## src/rtl/sopc_mem_arbiter_if.sv

```systemverilog
// rtl/sopc_mem_arbiter_if.sv - CPU-master and memory-slave signal bundle for the SOPC memory arbiter
interface sopc_mem_arbiter_if #(
    parameter int ADDR_W = 32,
    parameter int DATA_W = 32
);
    logic                  m0_req;
    logic [ADDR_W-1:0]     m0_addr;
    logic [DATA_W-1:0]     m0_rdata;
    logic                  m0_ack;

    logic                  m1_req;
    logic                  m1_we;
    logic [ADDR_W-1:0]     m1_addr;
    logic [DATA_W/8-1:0]   m1_sel;
    logic [DATA_W-1:0]     m1_wdata;
    logic [DATA_W-1:0]     m1_rdata;
    logic                  m1_ack;

    logic                  mem_ce;
    logic                  mem_we;
    logic [ADDR_W-1:0]     mem_addr;
    logic [DATA_W/8-1:0]   mem_sel;
    logic [DATA_W-1:0]     mem_wdata;
    logic [DATA_W-1:0]     mem_rdata;
    logic                  mem_ready;

    logic                  stall_req;
    logic                  err;

    // Arbiter side
    modport slave (
        input  m0_req, m0_addr,
        output m0_rdata, m0_ack,
        input  m1_req, m1_we, m1_addr, m1_sel, m1_wdata,
        output m1_rdata, m1_ack,
        output mem_ce, mem_we, mem_addr, mem_sel, mem_wdata,
        input  mem_rdata, mem_ready,
        output stall_req, err
    );

    // Environment side (CPU masters plus memory)
    modport master (
        output m0_req, m0_addr,
        input  m0_rdata, m0_ack,
        output m1_req, m1_we, m1_addr, m1_sel, m1_wdata,
        input  m1_rdata, m1_ack,
        input  mem_ce, mem_we, mem_addr, mem_sel, mem_wdata,
        output mem_rdata, mem_ready,
        input  stall_req, err
    );
endinterface

```

## src/rtl/sopc_mem_arbiter.sv

```systemverilog
// rtl/sopc_mem_arbiter.sv - two-master round-robin memory arbiter with ready handshake
// Optional slave-wait watchdog enabled by defining ARB_TIMEOUT_EN.
module sopc_mem_arbiter #(
    parameter int ADDR_W  = 32,
    parameter int DATA_W  = 32,
    parameter int TIMEOUT = 255
) (
    input  logic              clk,
    input  logic              rst,
    sopc_mem_arbiter_if.slave bus
);
    localparam int SEL_W = DATA_W / 8;

    typedef enum logic {IDLE, BUSY} state_t;

    state_t              state, state_nx;
    logic                grant, grant_nx;
    logic                last;
    logic                done;
    logic                timeout_hit;
    logic [ADDR_W-1:0]   addr_q;
    logic                we_q;
    logic [SEL_W-1:0]    sel_q;
    logic [DATA_W-1:0]   wdata_q;

`ifdef ARB_TIMEOUT_EN
    localparam logic [7:0] TIMEOUT_C = 8'(TIMEOUT);
    logic [7:0] wait_cnt;

    always_ff @(posedge clk or posedge rst) begin
        if (rst)
            wait_cnt <= 8'd0;
        else if (state == IDLE)
            wait_cnt <= 8'd0;
        else if (!bus.mem_ready)
            wait_cnt <= wait_cnt + 8'd1;
    end

    // A real ready in the limit cycle wins over the watchdog
    assign timeout_hit = (state == BUSY) && !bus.mem_ready && (wait_cnt == TIMEOUT_C);
`else
    assign timeout_hit = 1'b0;
`endif

    always_ff @(posedge clk or posedge rst) begin
        if (rst)
            state <= IDLE;
        else
            state <= state_nx;
    end

    always_comb begin
        state_nx      = state;
        grant_nx      = grant;
        done          = 1'b0;
        case (state)
            IDLE: begin
                if (bus.m0_req || bus.m1_req) begin
                    grant_nx = (bus.m0_req && bus.m1_req) ? ~last : bus.m1_req;
                    state_nx = BUSY;
                end
            end
            BUSY: begin
                if (bus.mem_ready || timeout_hit) begin
                    done     = 1'b1;
                    state_nx = IDLE;
                end
            end
            default: state_nx = IDLE;
        endcase
    end

    always_ff @(posedge clk or posedge rst) begin
        if (rst) begin
            grant   <= 1'b0;
            last    <= 1'b1;
            addr_q  <= '0;
            we_q    <= 1'b0;
            sel_q   <= '0;
            wdata_q <= '0;
        end else begin
            grant <= grant_nx;
            if (state == IDLE && state_nx == BUSY) begin
                if (grant_nx) begin
                    addr_q  <= bus.m1_addr;
                    we_q    <= bus.m1_we;
                    sel_q   <= bus.m1_sel;
                    wdata_q <= bus.m1_wdata;
                end else begin
                    addr_q  <= bus.m0_addr;
                    we_q    <= 1'b0;
                    sel_q   <= '1;
                    wdata_q <= '0;
                end
            end
            if (done)
                last <= grant;
        end
    end

    // Slave-side outputs are gated by BUSY so reset clears them without a clock
    always_comb begin
        bus.mem_ce    = (state == BUSY);
        bus.mem_we    = (state == BUSY) && we_q;
        bus.mem_addr  = (state == BUSY) ? addr_q  : '0;
        bus.mem_sel   = (state == BUSY) ? sel_q   : '0;
        bus.mem_wdata = (state == BUSY) ? wdata_q : '0;
        bus.m0_ack    = done && !grant;
        bus.m1_ack    = done && grant;
        bus.m0_rdata  = (done && !grant && !timeout_hit) ? bus.mem_rdata : '0;
        bus.m1_rdata  = (done && grant && !timeout_hit)  ? bus.mem_rdata : '0;
        bus.err       = timeout_hit;
        bus.stall_req = (bus.m0_req && !bus.m0_ack) || (bus.m1_req && !bus.m1_ack);
    end
endmodule
```

## src/flat_wrapper.sv

```systemverilog
// flat-port wrapper written by rule: the top's interface ports become plain ports
module sopc_mem_arbiter_flat 
#(
    parameter int ADDR_W  = 32,
    parameter int DATA_W  = 32,
    parameter int TIMEOUT = 255
)
  (clk, rst, bus_m0_req, bus_m0_addr, bus_m0_rdata, bus_m0_ack, bus_m1_req, bus_m1_we, bus_m1_addr, bus_m1_sel, bus_m1_wdata, bus_m1_rdata, bus_m1_ack, bus_mem_ce, bus_mem_we, bus_mem_addr, bus_mem_sel, bus_mem_wdata, bus_mem_rdata, bus_mem_ready, bus_stall_req, bus_err);
  sopc_mem_arbiter_if #(.ADDR_W(ADDR_W), .DATA_W(DATA_W)) bus_i ();
  input  logic clk;
  input  logic rst;
  input wire logic [$bits(bus_i.m0_req)-1:0] bus_m0_req;
  input wire logic [$bits(bus_i.m0_addr)-1:0] bus_m0_addr;
  output wire logic [$bits(bus_i.m0_rdata)-1:0] bus_m0_rdata;
  output wire logic [$bits(bus_i.m0_ack)-1:0] bus_m0_ack;
  input wire logic [$bits(bus_i.m1_req)-1:0] bus_m1_req;
  input wire logic [$bits(bus_i.m1_we)-1:0] bus_m1_we;
  input wire logic [$bits(bus_i.m1_addr)-1:0] bus_m1_addr;
  input wire logic [$bits(bus_i.m1_sel)-1:0] bus_m1_sel;
  input wire logic [$bits(bus_i.m1_wdata)-1:0] bus_m1_wdata;
  output wire logic [$bits(bus_i.m1_rdata)-1:0] bus_m1_rdata;
  output wire logic [$bits(bus_i.m1_ack)-1:0] bus_m1_ack;
  output wire logic [$bits(bus_i.mem_ce)-1:0] bus_mem_ce;
  output wire logic [$bits(bus_i.mem_we)-1:0] bus_mem_we;
  output wire logic [$bits(bus_i.mem_addr)-1:0] bus_mem_addr;
  output wire logic [$bits(bus_i.mem_sel)-1:0] bus_mem_sel;
  output wire logic [$bits(bus_i.mem_wdata)-1:0] bus_mem_wdata;
  input wire logic [$bits(bus_i.mem_rdata)-1:0] bus_mem_rdata;
  input wire logic [$bits(bus_i.mem_ready)-1:0] bus_mem_ready;
  output wire logic [$bits(bus_i.stall_req)-1:0] bus_stall_req;
  output wire logic [$bits(bus_i.err)-1:0] bus_err;
  assign bus_i.m0_req = bus_m0_req;
  assign bus_i.m0_addr = bus_m0_addr;
  assign bus_m0_rdata = bus_i.m0_rdata;
  assign bus_m0_ack = bus_i.m0_ack;
  assign bus_i.m1_req = bus_m1_req;
  assign bus_i.m1_we = bus_m1_we;
  assign bus_i.m1_addr = bus_m1_addr;
  assign bus_i.m1_sel = bus_m1_sel;
  assign bus_i.m1_wdata = bus_m1_wdata;
  assign bus_m1_rdata = bus_i.m1_rdata;
  assign bus_m1_ack = bus_i.m1_ack;
  assign bus_mem_ce = bus_i.mem_ce;
  assign bus_mem_we = bus_i.mem_we;
  assign bus_mem_addr = bus_i.mem_addr;
  assign bus_mem_sel = bus_i.mem_sel;
  assign bus_mem_wdata = bus_i.mem_wdata;
  assign bus_i.mem_rdata = bus_mem_rdata;
  assign bus_i.mem_ready = bus_mem_ready;
  assign bus_stall_req = bus_i.stall_req;
  assign bus_err = bus_i.err;
  sopc_mem_arbiter #(.ADDR_W(ADDR_W), .DATA_W(DATA_W), .TIMEOUT(TIMEOUT)) u_core (.clk(clk), .rst(rst), .bus(bus_i));
endmodule
```

## config.mk

```make
export PLATFORM = sky130hd
export DESIGN_NAME = sopc_mem_arbiter_flat
export DESIGN_NICKNAME = d
export VERILOG_FILES = /design/src/rtl/sopc_mem_arbiter_if.sv /design/src/rtl/sopc_mem_arbiter.sv /design/src/flat_wrapper.sv
export SDC_FILE = /design/constraint.sdc
export NUM_CORES = 1
export LEC_CHECK = 0
export BUFFER_PORTS_ARGS = -buffer_cell sky130_fd_sc_hd__buf_2
export CAP_MARGIN = 20
export CORE_AREA = 2 2 109 111
export DETAILED_ROUTE_END_ITERATION = 10
export DIE_AREA = 0 0 111 113
export PLACE_DENSITY = 0.69
export SYNTH_ARGS = -nofsm -noshare
export SYNTH_HDL_FRONTEND = slang
export SYNTH_SLANG_ARGS = --single-unit
```

## constraint.sdc

```tcl
create_clock -name clk -period 3.1 [get_ports clk]
set_input_delay 0 -clock clk [delete_from_list [all_inputs] [get_ports clk]]
set_output_delay 0 -clock clk [all_outputs]
set_load 0.01 [all_outputs]
```

**Yosys cells after proc, flatten, opt, wreduce, memory -nomap -nowiden**

Index checks and enable logic that the tools add are counted.
W data, S select, Z words.

- Flip-flop bits (word level): 72
- Input bits: 138
- Output and inout bits: 138
- Logic and storage cells: 38

- Multiplexer cells: 17
- Bitwise logic cells: 2
- Reductions and logical operators: 12

Operators by type and width:

| kind | count |
|---|---|
| $mux W32 | 6 |
| $mux W1 | 8 |
| $mux W4 | 2 |
| $logic_and A1 B1 Y1 | 7 |
| $logic_not A1 Y1 | 3 |
| $logic_or A1 B1 Y1 | 2 |
| $not A1 Y1 | 2 |
| $pmux W1 S2 | 1 |

**Longest topological paths before layout**

- Depth in word-level cells: 6
- Mapped depth: 5
- Depth with buffers taken out: 3

**Least setup slack after synthesis**

No wires, ideal clock.

- Path type: register to register
- Start: register u_core.state (netlist: u_core.bus.mem_ce)
- End: register u_core.wdata_q[10]
- Setup time: 0.121 ns
- Data arrival time: 1.243 ns
- Required time: 2.979 ns
- Path slack: 1.736 ns
- Cell stages (with the launch flop): 6
- Path buffers: 3
- Period minus slack after synthesis: 1.364 ns
- Path through: dfrtp_1 o21bai_2 buf_6 buf_6 buf_6 a22o_1

- Word-level cells in the longest chain between the ends: 3
- Elaborated cells on any way between the ends: 5
- Classes of those cells: 3 x mux; 1 x bitwise; 1 x reduce/logical

Ends and longest elaborated chain:

| what | RTL line | text |
|---|---|---|
| start: declaration | sopc_mem_arbiter.sv:16 | `state_t state, state_nx;` |
| start signal: assignment | sopc_mem_arbiter.sv:49 | `state <= state_nx;` |
| $not A1 Y1 | sopc_mem_arbiter.sv:56, sopc_mem_arbiter.sv:83 |  |
| $pmux W1 S2 | sopc_mem_arbiter.sv:56 | `case (state)` |
| $logic_and A1 B1 Y1 | sopc_mem_arbiter.sv:83 | `if (state == IDLE && state_nx == BUSY) begin` |
| end signal: assignment | sopc_mem_arbiter.sv:88 | `wdata_q <= bus.m1_wdata;` |
| end: declaration | sopc_mem_arbiter.sv:24 | `logic [DATA_W-1:0] wdata_q;` |

Several ways; a longest one is shown, not always the timed one.
A chain may end at the register's enable or synchronous reset.

**Final worst setup path**

- Start: register u_core.state (netlist: u_core.bus.mem_ce)
- End: register u_core.addr_q[20]

- Word-level cells in the longest chain between the ends: 3
- Elaborated cells on any way between the ends: 5
- Classes of those cells: 3 x mux; 1 x bitwise; 1 x reduce/logical

Ends and longest elaborated chain:

| what | RTL line | text |
|---|---|---|
| $not A1 Y1 | sopc_mem_arbiter.sv:56, sopc_mem_arbiter.sv:83 |  |
| $pmux W1 S2 | sopc_mem_arbiter.sv:56 |  |
| $logic_and A1 B1 Y1 | sopc_mem_arbiter.sv:83 |  |
| end signal: assignment | sopc_mem_arbiter.sv:85 | `addr_q <= bus.m1_addr;` |
| end signal: assignment | sopc_mem_arbiter.sv:90 | `addr_q <= bus.m0_addr;` |
| end: declaration | sopc_mem_arbiter.sv:21 | `logic [ADDR_W-1:0] addr_q;` |

Several ways; a longest one is shown, not always the timed one.

==> out/metrics.cfg <==
[floorplanning]
rows = 39
ios = 276
start_util_pct = 34.0
die_h_um = 113
dieArea_um2 = 12500
coreArea_um2 = 11300
die_w_um = 111

[clocking]
cts.sinks = 72
cts_resized = 0
clkSlewWorstSetupHoldPaths_ps = 60
htree_num_levels = 3
clock_path_buffers = 2
cts_tree = yes
cts_root_buffer = clkbuf_16
post-cts-setup-buffers = 0
clk_latency_ps = 330
cts_inserted_buffers = 9

[grt]
grt_pass1_wl_mm = 21.2
grt_start_max_net_pins = 46
grt_pass1_vias = 4270
antenna_found_initial = 0
grt_overflow_total = 0
track_usage_pct = 20.6

[logic_synthesis]
post_synth_num_cell_types = 26
synth-main-ff-cell = dfrtp_1
synthTopCellsByCount = and2_1, dfrtp_1, a22o_1, o221a_2, nand2b_1
synth_top_cell_by_area = dfrtp_1
yosys_register_bits = 72
ys_seq_area_share_pct = 47.0
syn_avg_cell_area_um2 = 10.7
yosys_warnings = 0
synth_area_um2 = 3830
synth.area.top_cells = dfrtp_1, and2_1, o221a_2, a22o_1, nand2b_1
yosysMostFrequentCell = and2_1
syn_inst = 358
synthArstFlopShare_pct = 100
synthesis.nets = 496
synth-edff-count = 0
netlist.area_leader.share_pct = 46.3

[drt]
wire_per_inst_um = 15.6
viasPerCell = 4.75
wirelength_mm = 13.5
drtIter0Drc = 270
drtPass1Iterations = 5
dr_total_vias = 4115
ant_nets = 0
drc = 0

[sta]
fin_crit_sh_pct = 89.0
final_max_slew_viol_count = 0
setup_viol = 0
setup_tns_ps = 0
relSlewSlack_pct = 36.6
hold_viol_final = 0
tightestPinTransition_ps = 950
setup_ws_ps = 340
fin_hold_ws_ps = 100
fin_crit_ps = 2760
fmax_ghz = 0.362
clock_skew_ps = 8.94
rsz0062_at_grt = no

[setup_path]
path_class = reg2reg
crit_fanout = 44
startpoint_type = flip-flop
crit_path_end_kind = flip-flop
required_ps = 3300
crit_arrival_ps = 2960

[power]
peakVddDrop_v = 0.000412
seqPwrFrac_pct = 32.5
clkPwrFrac_pct = 22.9
p_leak_uw = 0.00342
p_int_uw = 3130
p_sw_share_pct = 32.6
p_sw_uw = 1510
comb_power_share_pct = 44.6
power_density_nw_per_um2 = 706

[place]
port_buffers = 274
hpwlAfterDp_mm = 8.81
dp_slack_ps = 925
finalWeightedCongestion = 0.800

[cells_and_area]
drive_above_1_share_pct = 46.5
antenna_cells = 0
fin_nets = 856
area_growth_pct = 71.7

[status]
status = finished, final reports clean

[min_path]
hold_class = in2reg

[run]
cap_violations = 0

[cell type report]
| type | instances | area [um^2] |
|---|---|---|
| Inverter | 4 | 16.3 |
| Clock inverter | 5 | 55.1 |
| Multi-Input combinational cell | 249 | 1840 |
| Fill cell | 972 | 4690 |
| Timing Repair Buffer | 382 | 2440 |
| Sequential cell | 72 | 1800 |
| Tap cell | 143 | 179 |
| Clock buffer | 11 | 253 |
[path summary, 6_finish.rpt]
path | from | end | slack, ps | cells after the start
min in group asynchronous | rst | u_core.wdata_q[0]$_DFFE_PP0P_ | 340 | 3
worst min-delay path | bus_m0_req | u_core.grant$_DFF_PP0_ | 100 | 4
worst max register to register | u_core.bus.mem_ce$_DFF_PP0_ | u_core.addr_q[20]$_DFFE_PP0P_ | 340 | 4
worst max-delay path | u_core.bus.mem_ce$_DFF_PP0_ | u_core.addr_q[20]$_DFFE_PP0P_ | 340 | 4
worst min register to register | u_core.sel_q[2]$_DFFE_PP0P_ | u_core.sel_q[2]$_DFFE_PP0P_ | 500 | 1
max in group asynchronous | rst | u_core.last$_DFFE_PP1N_ | 1840 | 4
[cells by family (layout without fill, tap and decap cells)]
| kind of cell | after synthesis | after routing | share of synthesized area, % |
|---|---|---|---|
| other | 1 | 1 | 0.0978 |
| flip-flops | 72 | 72 | 47.0 |
| AND/OR/NAND/NOR | 172 | 172 | 28.4 |
| AO/OA/AOI/OAI | 76 | 76 | 19.2 |
| buffers and inverters | 37 | 402 | 5.29 |
[power by group through the flow]
stage	Sequential [uW]	Clock [uW]	Combinational, uW
after global placement	1490	0	1700
after detailed placement	1500	0	1740
after floorplan	1410	0	1190
final	1510	1060	2070
after global routing	1550	1130	2260
after CTS	1500	1100	2060
[flip-flops by register name (all words and copies together) (netlist names)]
signal             cells
u_core.addr_q         32
u_core.bus.mem_ce      1
u_core.grant           1
u_core.last            1
u_core.sel_q           4
u_core.wdata_q        32
u_core.we_q            1
[per-stage QoR]
stage / area (um^2) / util, % / power, uW / cells
after floorplan: 3830 / - / 2600 / 358
after global placement: 5240 / 46.5 / 3190 / 747
after detailed placement: 5240 / 46.5 / 3240 / 747
after CTS: 6580 / 58.4 / 4660 / 866
after global routing: 6580 / 58.4 / 4940 / 866
final: 6580 / 58.4 / 4650 / 866
[per-layer routing]
layer	wire, um	global-route usage, %
met2	6830	36.3
met1	5750	26.1
met3	819	4.77
met5	0	0
met4	138	4.33
[worst max-delay path, cell delays in order, from the launching register on]
cell,delay (ps)
dfrtp_2,640
inv_2,190
nand3_2,640
o221a_2,580
dlygate4sd3_1,570
[cells in the final DEF (no fill, tap or decap), types with 2 or more instances in the layout]
master,instances
and3_1,2
clkinv_2,3
and2_1,133
clkinvlp_4,2
clkbuf_8,2
o22a_1,4
a22o_1,33
dfrtp_1,70
buf_4,5
or2b_1,12
buf_2,274
clkbuf_16,9
inv_2,2
o21ai_0,2
dlygate4sd3_1,103
nand2_1,3
nand2b_1,20
o221a_2,32
[repair_timing]
action	4_1_cts	5_1_grt
hold endpoints to repair	114	0
hold buffers	103	0
setup endpoints to repair	0	0
Power figures use the tool's default switching activity.
